File: src/rtl/mem_sync_sp.sv
// mem_sync_sp: single-port synchronous RAM with per-byte write enables and a one-cycle registered read.
// Define MEM_SYNC_SP_WRITE_FIRST_EN for write-first read-during-write; read-first otherwise.
module mem_sync_sp #(
  parameter int DEPTH = 16,
  parameter int DATA_WIDTH = 64,
  parameter int INIT_ZERO = 0,
  localparam int ADDR_WIDTH = ($clog2(DEPTH) < 1) ? 1 : $clog2(DEPTH),
  localparam int DATA_BYTES = DATA_WIDTH / 8
) (
  input  logic                  clk,
  input  logic                  rst,
  input  logic [ADDR_WIDTH-1:0] i_addr,
  input  logic [DATA_WIDTH-1:0] i_wdata,
  input  logic [DATA_BYTES-1:0] i_wen,
  output logic [DATA_WIDTH-1:0] o_rdata
);
  localparam logic [ADDR_WIDTH:0] DEPTH_LIM = (ADDR_WIDTH + 1)'(DEPTH);
  logic [DATA_WIDTH-1:0] mem_q [DEPTH] =
    '{default: (INIT_ZERO != 0) ? {DATA_WIDTH{1'b0}} : {DATA_WIDTH{1'bx}}};
  logic                  in_range;
  logic                  wr_en;
  logic [DATA_WIDTH-1:0] old_word;
  logic [DATA_WIDTH-1:0] merged_d;
  logic [DATA_WIDTH-1:0] rdata_d;
  logic [DATA_WIDTH-1:0] rdata_q;
  always_comb begin
    in_range = {1'b0, i_addr} < DEPTH_LIM;
    old_word = in_range ? mem_q[i_addr] : '0;
    merged_d = old_word;
    for (int b = 0; b < DATA_BYTES; b++)
      if (i_wen[b]) merged_d[8*b +: 8] = i_wdata[8*b +: 8];
    wr_en = in_range && (|i_wen);
`ifdef MEM_SYNC_SP_WRITE_FIRST_EN
    rdata_d = in_range ? merged_d : '0;
`else
    rdata_d = old_word;
`endif
  end
  // The array shares the reset block only so that writes are blocked while rst is high; it is never cleared.
  always_ff @(posedge clk or posedge rst) begin
    if (rst) begin
      rdata_q <= '0;
    end else begin
      rdata_q <= rdata_d;
      if (wr_en) mem_q[i_addr] <= merged_d;
    end
  end
  assign o_rdata = rdata_q;
endmodule

File: config.mk
export PLATFORM = sky130hd
export DESIGN_NAME = mem_sync_sp
export DESIGN_NICKNAME = d
export VERILOG_FILES = /design/src/rtl/mem_sync_sp.sv
export SDC_FILE = /design/constraint.sdc
export NUM_CORES = 1
export LEC_CHECK = 0
export ABC_AREA = 1
export BUFFER_PORTS_ARGS = -buffer_cell sky130_fd_sc_hd__clkbuf_2
export CAP_MARGIN = 20
export CORE_MARGIN = 1
export CORE_UTILIZATION = 35
export DETAILED_ROUTE_END_ITERATION = 8
export SKIP_CTS_REPAIR_TIMING = 1
export SLEW_MARGIN = 40
export SYNTH_ARGS = -nofsm -noshare
export SYNTH_HDL_FRONTEND = slang
export SYNTH_SLANG_ARGS = --single-unit
File: constraint.sdc
create_clock -name clk -period 2.9 [get_ports clk]
set_input_delay 0.435 -clock clk [delete_from_list [all_inputs] [get_ports clk]]
set_output_delay 0.435 -clock clk [all_outputs]
set_load 0.03 [all_outputs]
==> impl_metrics.yaml <==
placed_design:
  io_buffers: 141
  dp_hpwl_um: 66900
  gp_congestion: 0.797
global_route:
  grt_pass1_vias: 28600
  grt_pass1_wl_um: 181000
  gr-total-overflow: 0
  antenna_found_initial: 5
  grt_start_max_net_pins: 101
  grt_use_total_pct: 18.6
clocking:
  ctsHtreeMaxLevel: 3
  root_buffer: "clkbuf_16"
  numCtsBuffers: 111
  clkSlewWorstSetupHoldPaths_ns: 0.07
  cts_tree: "yes"
  clock_path_buffers: 3
  insertion_delay_ns: 0.72
  cts_sinks: 1088
detailed_routing:
  drc: 0
  maxUsedRoutingLayer: "met5"
  dr.pass1.iters: 5
  drtAntennaViolNets: 0
  drt-met1-wl_um: 53300
  vias_per_cell: 4.84
  met2WireLength_um: 56400
  vias: 30200
  wl_um: 121000
  wl_per_cell_um: 19.4
  dr_wl_met3_um: 8170
  drt_iter0_drc: 2967
run_status:
  outcome: "completed"
synth:
  synth-seq-cells: 1088
  yosys.area.top_type: "edfxtp_1"
  yosysUniqueCellTypes: 16
  synthFlopType: "edfxtp_1"
  ys_seq_area_share_pct: 72.1
  yosys-top-cells-count: "2,833 x nand2_1, 1,024 x edfxtp_1, 133 x buf_2, 65 x nand4_1"
  yosys_warnings: 0
  async_flop_share_pct: 5.88
  syn_area_sq_um: 44800
  avgSynthCellArea_sq_um: 10.4
  syn_nets: 4376
  synth.most_common_cell: "nand2_1"
  synth_cells: 4298
  synthTopCellsByArea: "edfxtp_1 69%, nand2_1 24%, dfrtp_1 3.6%, buf_2 1.5%, nand4_1 0.91%"
  yosysTopAreaCellShare_pct: 68.6
  synth_edf_count: 1024
power_and_ir_drop:
  cellLeakagePower_nw: 22.1
  p_seq_share_pct: 51.6
  pwr-share-comb_pct: 7.9
  p_sw_mw: 8.11
  peakVddDrop_mv: 0.452
  power_frac_clock_pct: 40.5
  power_density_nw_per_um2: 662
  power_mw: 34.5
  p_int_mw: 26.4
  swShare_pct: 23.5
timing:
  fin_skew_ns: 0.0281
  rsz0062_at_grt: "false"
  period_share_pct: 65.1
  holdWs_ns: 0.184
  slew_headroom_pct: 45.4
  min_period_ns: 1.89
  hold_viol_final: 0
  fmax_ghz: 0.530
  worst_pin_slew_ns: 0.819
  maxSlewViolCount: 0
  setup_viol: 0
critical_path:
  end_kind: "flop"
  worst_setup_path_start_kind: "input port"
  r2r-end: "mem_q[4][17]$_DFFE_PP_"
  arrival_ns: 2.31
  r2r-start: "mem_q[5][17]$_DFFE_PP_"
  cp.required_ns: 3.32
  crit_fanout: 100
  criticalPathCategory: "in2reg"
  r2r_setup_slack_ns: 1.25
  r2r_cells: 9
finish:
  drive_gt1_share_pct: 10.3
  regArea_sq_um: 32400
  area_delta_synth_final_pct: 16.2
  nNetsFinal: 4563
  fillers: 11800
  multi_input_area_sq_um: 11700
min_path:
  hold_path.class: "in2reg"
  whs_path_depth: 3
  min_to: "mem_q[9][23]$_DFFE_PP_"
  hold_start: "i_wdata[23]"
die:
  die_w_um: 360
  die-area_sq_um: 130000
  core_area_sq_um: 126000
  start_util_pct: 35.5
  io_pins: 142
  num_rows: 130
  die_y_um: 360
job:
  max_cap_violations: 0
==> registers in the layout (all words and copies together) (netlist names) <==
name	flops
mem_q	1024
o_rdata	64
==> cell families (layout without fill, tap and decap cells) <==
kind of cell    Yosys count  after routing  share of synthesized area [%]
other cells               0              3                              0
flops                  1088           1088                           72.1
simple gates           2922           2922                           24.9
buf+inv                 224            502                           2.25
compound gates           64             64                          0.714
==> power by group through the flow <==
stage                     Sequential [mW]  Clock [mW]  Combinational [mW]
after floorplan                      18.3           0                1.43
after global placement               18.1           0                2.74
after detailed placement             18.1           0                2.76
after CTS                            17.8        14.3                2.77
after global routing                 17.8        14.8                3.02
final                                17.8        14.0                2.73
==> cell usage in the layout (no fill, tap or decap), types with 3 or more instances in the layout <==
master / netlist / routed
clkbuf_8: 0 / 13
clkinv_2: 0 / 17
clkbuf_1: 53 / 36
inv_2: 2 / 6
buf_12: 0 / 44
edfxtp_1: 1024 / 1024
clkinvlp_4: 0 / 3
nor2_4: 0 / 3
bufinv_16: 0 / 6
inv_1: 13 / 4
clkinv_1: 0 / 11
nand4_1: 65 / 65
clkbuf_2: 0 / 139
inv_4: 0 / 3
nor2_1: 6 / 3
diode_2: 0 / 3
nor3_4: 0 / 16
clkbuf_16: 0 / 111
buf_4: 1 / 98
clkinv_16: 0 / 3
nand2_1: 2833 / 2832
dfrtp_1: 64 / 64
o21ai_1: 64 / 64
==> stage by stage <==
step / instances / cell area (sq um) / setup WS, ns / util [%] / setup TNS, ns
finish: 6229 / 52100 / 1.01 / 41.2 / 0
global route: 6226 / 52100 / 0.898 / 41.2 / 0
CTS: 6226 / 52100 / 1.08 / 41.2 / 0
detailed placement: 6022 / 48500 / 0.345 / 38.4 / 0
global placement: 6022 / 48500 / 0.371 / 38.4 / 0
floorplan: 4298 / 45100 / -0.452 / - / -297.15
==> area by class of cell <==
type / instances / share of cell area (%)
tap: 1650 / 3.96
antenna: 3 / 0.0144
clock buffer: 160 / 5.93
multi-input combinational: 2986 / 22.5
inverter: 15 / 0.151
timing repair buffer: 283 / 4.49
clock inverter: 44 / 0.908
sequential: 1088 / 62.1
==> layer usage <==
| metal | vias up | GRT usage (%) |
|---|---|---|
| met5 | - | 0 |
| met4 | 6 | 5.39 |
| met3 | 194 | 3.32 |
| met2 | 906 | 29.6 |
| met1 | 14600 | 25.8 |
| li1 | 14500 | - |
==> worst max path at each step <==
stage / startpoint / endpoint / slack [ns]
after floorplan: i_addr[1] / mem_q[15][0]$_DFFE_PP_ / -0.45
after global placement: i_addr[0] / mem_q[15][36]$_DFFE_PP_ / 0.37
after detailed placement: i_wen[1] / mem_q[14][16]$_DFFE_PP_ / 0.35
after CTS: i_addr[0] / mem_q[4][36]$_DFFE_PP_ / 1.08
after global routing: i_addr[0] / mem_q[14][36]$_DFFE_PP_ / 0.90
final: i_addr[0] / mem_q[14][36]$_DFFE_PP_ / 1.01
==> worst max-delay path, stage by stage <==
cell     delay, ns
buf_8         0.16
inv_8         0.16
buf_12        0.35
nand2_1       0.17
nand2_1       0.09
nand2_1       0.05
nand2_1       0.08
nand2_1       0.07
nand2_1       0.08
o21ai_1       0.06
nand2_1       0.42
Power figures use the tool's default switching activity.
